===== src/rtl/pipe_pkg.sv =====
// Shared definitions for the pipeline hazard controller: forwarding-select
// codes, stall FSM state encoding and the default register index width.
package pipe_pkg;

  localparam int REG_ADDR_W_DEFAULT = 5;

  localparam logic [1:0] FWD_RF  = 2'b00;
  localparam logic [1:0] FWD_WB  = 2'b01;
  localparam logic [1:0] FWD_MEM = 2'b10;

  typedef enum logic {
    RUN   = 1'b0,
    STALL = 1'b1
  } state_t;

endpackage


===== src/rtl/fwd_unit.sv =====
// Purely combinational operand forwarding for EX and the WB-to-ID register
// file bypass. x0 is never forwarded; the younger MEM result wins over WB.
module fwd_unit
  import pipe_pkg::*;
#(
  parameter int REG_ADDR_W = REG_ADDR_W_DEFAULT
) (
  input  logic [REG_ADDR_W-1:0] ex_rs1,
  input  logic [REG_ADDR_W-1:0] ex_rs2,
  input  logic [REG_ADDR_W-1:0] id_rs1,
  input  logic [REG_ADDR_W-1:0] id_rs2,
  input  logic                  id_use_rs1,
  input  logic                  id_use_rs2,
  input  logic [REG_ADDR_W-1:0] mem_rd,
  input  logic                  mem_regwrite,
  input  logic [REG_ADDR_W-1:0] wb_rd,
  input  logic                  wb_regwrite,
  output logic [1:0]            fwd_a,
  output logic [1:0]            fwd_b,
  output logic                  id_byp_a,
  output logic                  id_byp_b
);

  logic mem_live;
  logic wb_live;

  assign mem_live = mem_regwrite && (mem_rd != '0);
  assign wb_live  = wb_regwrite && (wb_rd != '0);

  // Pick the youngest in-flight producer of each EX source operand.
  always_comb begin
    fwd_a = FWD_RF;
    fwd_b = FWD_RF;
    if (mem_live && (mem_rd == ex_rs1))     fwd_a = FWD_MEM;
    else if (wb_live && (wb_rd == ex_rs1))  fwd_a = FWD_WB;
    if (mem_live && (mem_rd == ex_rs2))     fwd_b = FWD_MEM;
    else if (wb_live && (wb_rd == ex_rs2))  fwd_b = FWD_WB;
  end

  assign id_byp_a = wb_live && (wb_rd == id_rs1) && id_use_rs1;
  assign id_byp_b = wb_live && (wb_rd == id_rs2) && id_use_rs2;

endmodule


===== src/rtl/pipeline_hazard_unit.sv =====
// Hazard controller for the 5-stage pipeline: forwarding/bypass selects,
// load-use stall FSM sized to data-memory latency, taken-branch flushes and
// saturating stall/flush performance counters.
module pipeline_hazard_unit
  import pipe_pkg::*;
#(
  parameter int REG_ADDR_W   = REG_ADDR_W_DEFAULT,
  parameter int MEM_LAT      = 1,
  parameter int BRANCH_STAGE = 0,
  parameter int CNT_W        = 32
) (
  input  logic                  clk,
  input  logic                  reset,
  input  logic [REG_ADDR_W-1:0] id_rs1,
  input  logic [REG_ADDR_W-1:0] id_rs2,
  input  logic                  id_use_rs1,
  input  logic                  id_use_rs2,
  input  logic [REG_ADDR_W-1:0] ex_rd,
  input  logic                  ex_regwrite,
  input  logic                  ex_memread,
  input  logic [REG_ADDR_W-1:0] ex_rs1,
  input  logic [REG_ADDR_W-1:0] ex_rs2,
  input  logic [REG_ADDR_W-1:0] mem_rd,
  input  logic                  mem_regwrite,
  input  logic [REG_ADDR_W-1:0] wb_rd,
  input  logic                  wb_regwrite,
  input  logic                  branch_taken,
  output logic                  pc_write,
  output logic                  if_id_write,
  output logic                  if_id_flush,
  output logic                  id_ex_flush,
  output logic                  ex_mem_flush,
  output logic [1:0]            fwd_a,
  output logic [1:0]            fwd_b,
  output logic                  id_byp_a,
  output logic                  id_byp_b,
  output logic [CNT_W-1:0]      stall_cnt,
  output logic [CNT_W-1:0]      flush_cnt
);

  // rem only has to hold MEM_LAT-1, the cycles left after the first stall.
  localparam int REM_W = (MEM_LAT > 1) ? $clog2(MEM_LAT) : 1;
  localparam logic [REM_W-1:0] REM_INIT = REM_W'(MEM_LAT - 1);
  localparam logic [CNT_W-1:0] CNT_MAX  = '1;
  localparam logic             LATE_BRANCH = (BRANCH_STAGE == 1);

  state_t           state;
  logic [REM_W-1:0] rem;
  logic             hz;
  logic             stall;
  logic [1:0]       fwd_a_raw;
  logic [1:0]       fwd_b_raw;
  logic             byp_a_raw;
  logic             byp_b_raw;

  fwd_unit #(
    .REG_ADDR_W(REG_ADDR_W)
  ) u_fwd (
    .ex_rs1      (ex_rs1),
    .ex_rs2      (ex_rs2),
    .id_rs1      (id_rs1),
    .id_rs2      (id_rs2),
    .id_use_rs1  (id_use_rs1),
    .id_use_rs2  (id_use_rs2),
    .mem_rd      (mem_rd),
    .mem_regwrite(mem_regwrite),
    .wb_rd       (wb_rd),
    .wb_regwrite (wb_regwrite),
    .fwd_a       (fwd_a_raw),
    .fwd_b       (fwd_b_raw),
    .id_byp_a    (byp_a_raw),
    .id_byp_b    (byp_b_raw)
  );

  // ex_regwrite is part of the ID_EX control bundle but a load always writes,
  // so only ex_memread qualifies the load-use check.
  assign hz = ex_memread && (ex_rd != '0) &&
              ((id_use_rs1 && (ex_rd == id_rs1)) ||
               (id_use_rs2 && (ex_rd == id_rs2)));

  assign stall = ((state == RUN) && hz) || (state == STALL);

  // Pipeline control: reset forces a neutral pipeline, branch beats stall.
  always_comb begin
    pc_write     = 1'b1;
    if_id_write  = 1'b1;
    if_id_flush  = 1'b0;
    id_ex_flush  = 1'b0;
    ex_mem_flush = 1'b0;
    fwd_a        = FWD_RF;
    fwd_b        = FWD_RF;
    id_byp_a     = 1'b0;
    id_byp_b     = 1'b0;
    if (!reset) begin
      fwd_a    = fwd_a_raw;
      fwd_b    = fwd_b_raw;
      id_byp_a = byp_a_raw;
      id_byp_b = byp_b_raw;
      if (branch_taken) begin
        if_id_flush  = 1'b1;
        id_ex_flush  = 1'b1;
        ex_mem_flush = LATE_BRANCH;
      end else if (stall) begin
        pc_write    = 1'b0;
        if_id_write = 1'b0;
        id_ex_flush = 1'b1;
      end
    end
  end

  // Stall FSM: first stall cycle is spent in RUN, the rest counted down in STALL.
  always_ff @(posedge clk) begin
    if (reset) begin
      state <= RUN;
      rem   <= '0;
    end else if (branch_taken) begin
      state <= RUN;
      rem   <= '0;
    end else begin
      case (state)
        RUN: begin
          if (hz && (MEM_LAT > 1)) begin
            state <= STALL;
            rem   <= REM_INIT;
          end
        end
        STALL: begin
          if (rem == REM_W'(1)) begin
            state <= RUN;
            rem   <= '0;
          end else begin
            rem <= rem - REM_W'(1);
          end
        end
        default: begin
          state <= RUN;
          rem   <= '0;
        end
      endcase
    end
  end

  // Saturating performance counters; a flushed stall cycle counts as a flush.
  always_ff @(posedge clk) begin
    if (reset) begin
      stall_cnt <= '0;
      flush_cnt <= '0;
    end else begin
      if (stall && !branch_taken && (stall_cnt != CNT_MAX))
        stall_cnt <= stall_cnt + 1'b1;
      if (branch_taken && (flush_cnt != CNT_MAX))
        flush_cnt <= flush_cnt + 1'b1;
    end
  end

endmodule


===== config.mk =====
export PLATFORM = sky130hd
export DESIGN_NAME = pipeline_hazard_unit
export DESIGN_NICKNAME = d
export VERILOG_FILES = /design/src/rtl/pipe_pkg.sv /design/src/rtl/fwd_unit.sv /design/src/rtl/pipeline_hazard_unit.sv
export SDC_FILE = /design/constraint.sdc
export NUM_CORES = 1
export LEC_CHECK = 0
export BUFFER_PORTS_ARGS = -buffer_cell sky130_fd_sc_hd__buf_2
export CAP_MARGIN = 20
export CORE_MARGIN = 5
export CORE_UTILIZATION = 25
export DETAILED_ROUTE_END_ITERATION = 12
export PLACE_DENSITY = 0.57
export SYNTH_ARGS = -nofsm -noshare
export SYNTH_HDL_FRONTEND = slang
export SYNTH_SLANG_ARGS = --single-unit
export TNS_END_PERCENT = 5

===== constraint.sdc =====
create_clock -name clk -period 2.95 [get_ports clk]
set_clock_uncertainty 0.1 [all_clocks]
set_input_delay 0.885 -clock clk [delete_from_list [all_inputs] [get_ports clk]]
set_output_delay 0.885 -clock clk [all_outputs]
set_load 0.01 [all_outputs]

==> results summary <==
The share of post-route cells with drive strength above 1 is around a third. The multiplexer area fraction after synthesis came out at approximately 1.4%. The TritonCTS clock tree is done. The leftover overflow at the end of global routing came out at 0.

The most used flip-flop cell after synthesis is sky130_fd_sc_hd__dfxtp_1. The area growth from synthesis to layout came out at 37.8%. The floorplan row count is 45. Setup violations remaining at the end of the flow were counted as 9. In the synthesized netlist, the cells that appear most often are sky130_fd_sc_hd__dfxtp_1 (66), sky130_fd_sc_hd__xnor2_1 (44), sky130_fd_sc_hd__nor2_1 (36). Clock-pin slew was measured on the worst setup and hold paths at ~0.050 ns. The synthesized netlist devotes 32.2% of its cell area to simple gates. Of the total power, registers draw between 40% and 50%. The launching element type of the critical path is an input pin. The number of cells in the design after placement came out at 785. The die extent in x is between 100 and 150 um. The arrival time reported for the critical path endpoint is ~2.2 ns.

Sorting the synthesized cells by area gives the leading types as sky130_fd_sc_hd__dfxtp_1 (34%), sky130_fd_sc_hd__xnor2_1 (10%), sky130_fd_sc_hd__xor2_1 (5.2%), sky130_fd_sc_hd__a21oi_1 (4.3%), sky130_fd_sc_hd__nor2_1 (3.5%). The area of the die is about 18000 um2. Global routing consumed, over all layers together, between 10 and 15% of the routing resources.

The post-layout total power is around 2.2 mW. The number of H-tree levels is 3. STA classifies the critical path endpoint as an output port. The longest clock path from root to sink contains 2 buffers.

The setup slack after placement is -0.351 ns. The worst voltage drop across the vdd grid is roughly 0.37 mV. The count of clock tree sinks is 66. The proportion of synthesized flip-flops having asynchronous set or reset is 0%. For this design the top-level I/O count stands at 119. The effective utilization at floorplan is about a quarter.

The fill cell instance count of the final layout is around 1500. The synthesized netlist devotes 15.2% of its cell area to XOR and XNOR gates. The via count of the first global-routing pass was roughly 3900. After synthesis the cells add up to between 3000 and 4000 um2. The placer's final routability congestion estimate is 0.853.

The number of hold-slack violations in the final timing report came out at 0. The final core utilization is 35.1%. The cell area reported after detailed placement came out at about 4900 um2. sky130_fd_sc_hd__dfxtp_1 is the most common cell in the netlist. After floorplanning, the core was sized to cover ~15000 um2. The largest net degree at the start of global routing is ~40. The number of CTS-inserted buffers came out at 9. The first routing iteration left between 150 and 200 violations.

The combinational cell fraction of total power came out at roughly 10%. When the netlist entered floorplanning its net count stood at about 520. The post-detailed-placement half-perimeter wirelength is 8.92 mm. The die span in y is between 100 and 150 um. In the final routed layout, each cell accounts on average for about 15 um. The fraction of power spent switching nets came out at between 20% and 30%. Setup slack on the critical path of the routed design comes to -0.271 ns. The count of distinct cell types in the synthesized netlist is slightly below 50.

The proportion of synthesized chip area in sequential cells came out at around 34%. The leakage power summed over all cells came out at 2.07 nW. Dividing the detail-routed via count by the number of cells gives 4.97.

The max-slew violation count came out at 0. The number of diodes added for antenna fixing came out at 0. Along the worst path, the maximum fanout reaches 3. Across the run, the number of max-cap violations was 0. The number of standard cells after synthesis is between 400 and 500. The headroom to the max-slew limit is 60.7%. The post-synthesis share of cell area spent on full adders, half adders and majority gates came out at less than 1%. Setup repair after global routing could not meet its margin everywhere.

Static timing analysis puts the maximum clock frequency at between 300 and 400 MHz. After routing the design area is between 5000 and 6000 um2. The count of input and output buffers came out at roughly 120. The category of the critical setup timing path is input pin to output port. The synthesized area divided by synthesized cell count is a little over 8 um2.

For this run, the post-layout net count is 662. The first-pass detailed-route iteration total is 4. The register bit count reported by yosys came out at between 60 and 70. The final cell count without fillers came out at between 800 and 900.

In this run the biggest area consumer among cell types represents 34.2% of the synthesized area. The initial antenna violation count came out at 0. The first-pass GRT wire length is 19.0 mm.

The final routed DRC violation total came out at 0. Internal power comes to about 1.7 mW. In this run the power density over the cells is 415 nW/um2.

The number of vias in the routed layout is 4022. The run finished, with violations left. The root buffer cell is sky130_fd_sc_hd__clkbuf_16. The data required time of the critical path is around 2.0 ns. The time the final worst path needs with I/O delays and setup came out at around 3.2 ns. The clock insertion delay at the later pin of the skew report came out at roughly 0.33 ns. In this run, synthesis inferred 0 flip-flops with an integrated enable.

The routed wire length came out at about 12 mm. The slew of the pin with the lowest slew margin came out at between 0.5 and 0.6 ns. The fraction of the mapped netlist area in compound gates came out at 11.7%. After synthesis, the largest family of logic cells by area is simple AND/OR/NAND/NOR gates. The tightest min-delay check is of the flip-flop to flip-flop type. sky130_fd_sc_hd__dfxtp_1 takes more of the synthesized area than any other cell. Yosys printed 0 warnings.

The post-route fraction of the period consumed by the critical path is 109%. The reported net switching power came out at 0.504 mW. The share of power burned in the clock network is about 50%. The checks that failed: negative setup slack. The remaining antenna violation count is 0.
==> cell type report <==
class                   count  area, um2  area share, %
inverters                   8       30.0          0.564
clock buffers              14        264           4.96
multi-input cells         370       2470           46.4
well taps                 188        235           4.42
flip-flops and latches     66       1320           24.8
clock inverters             2       35.0          0.659
repair buffers            161        967           18.2
==> layout by cell type, fill, tap and decap left out, types with 2 or more instances in the layout <==
cell type and count:
sky130_fd_sc_hd__a21oi_1 32, sky130_fd_sc_hd__and2_1 4, sky130_fd_sc_hd__and3_1 8, sky130_fd_sc_hd__and4_1 9, sky130_fd_sc_hd__buf_2 112, sky130_fd_sc_hd__buf_4 43
sky130_fd_sc_hd__buf_6 3, sky130_fd_sc_hd__buf_8 2, sky130_fd_sc_hd__clkbuf_1 3, sky130_fd_sc_hd__clkbuf_16 9, sky130_fd_sc_hd__clkbuf_8 2, sky130_fd_sc_hd__dfxtp_1 66
sky130_fd_sc_hd__ha_1 2, sky130_fd_sc_hd__inv_1 8, sky130_fd_sc_hd__mux2_2 4, sky130_fd_sc_hd__nand2_1 32, sky130_fd_sc_hd__nand3_1 25, sky130_fd_sc_hd__nand3_2 2
sky130_fd_sc_hd__nand4_1 21, sky130_fd_sc_hd__nor2_1 36, sky130_fd_sc_hd__nor2b_1 5, sky130_fd_sc_hd__nor3_1 11, sky130_fd_sc_hd__nor3_4 2, sky130_fd_sc_hd__nor4_1 12
sky130_fd_sc_hd__nor4_2 2, sky130_fd_sc_hd__nor4_4 2, sky130_fd_sc_hd__o21a_1 2, sky130_fd_sc_hd__o21ai_0 9, sky130_fd_sc_hd__o21ai_1 10, sky130_fd_sc_hd__o31ai_1 11
sky130_fd_sc_hd__or3_1 20, sky130_fd_sc_hd__or4_1 13, sky130_fd_sc_hd__or4_4 6, sky130_fd_sc_hd__xnor2_1 44, sky130_fd_sc_hd__xor2_1 23
==> power by group through the flow <==
stage | sequential (mW) | clock (mW) | combinational, mW
after global placement | 0.918 | 0 | 0.195
after floorplan | 0.918 | 0 | 0.101
after detailed placement | 0.918 | 0 | 0.200
after CTS | 0.899 | 1.12 | 0.224
final | 0.899 | 1.09 | 0.226
after global routing | 0.899 | 1.16 | 0.243
==> repair_timing <==
action	CTS	global route
setup buffers	8	0
pin swaps	11	2
gates resized for setup	24	0
endpoints found under the setup margin	9	9
hold buffers	0	0
endpoints found under the hold margin	0	0
==> metal layers <==
metal	global-route usage [%]	vias to the layer above	share of wire, %
li1	-	2005	-
met1	15.6	1888	45
met2	21.3	106	48
met3	4.05	23	5.0
met4	4.75	0	2.0
met5	0	-	0
==> final timing paths <==
check	to	cells after the start	slack, ns	from
worst max-delay path	fwd_a[0]	6	-0.27	wb_rd[2]
worst min-delay path	state$_SDFF_PP0_	1	0.35	rem$_SDFFE_PP0P_
worst max register to register	stall_cnt[28]$_SDFFE_PP0P_	7	0.28	stall_cnt[1]$_SDFFE_PP0P_
worst min register to register	state$_SDFF_PP0_	1	0.35	rem$_SDFFE_PP0P_
==> logic make-up after synthesis <==
group / after synthesis
other cells: 1
compound gates: 76
fa+ha+maj: 2
mux: 5
xor+xnor: 67
flops: 66
buf+inv: 34
simple gates: 219
==> sequential cells by signal, summed over array words and instances (netlist names) <==
register   count
rem            1
flush_cnt     32
state          1
stall_cnt     32
==> critical path, cell delays in order <==
cell and delay [ns]:
sky130_fd_sc_hd__buf_8 0.11, sky130_fd_sc_hd__buf_6 0.11, sky130_fd_sc_hd__xor2_1 0.13, sky130_fd_sc_hd__or4_4 0.54
sky130_fd_sc_hd__nor4_4 0.29, sky130_fd_sc_hd__buf_2 0.18
==> per-stage QoR <==
stage	hold WS [ns]	setup TNS [ns]
3_5_place_dp	0.340	-3.07
6_report	0.347	-1.71
4_1_cts	0.348	-1.54
3_3_place_gp	0.328	-2.19
2_1_floorplan	0.321	-0.0940
5_1_grt	0.357	-2.05
Power figures use the tool's default switching activity.
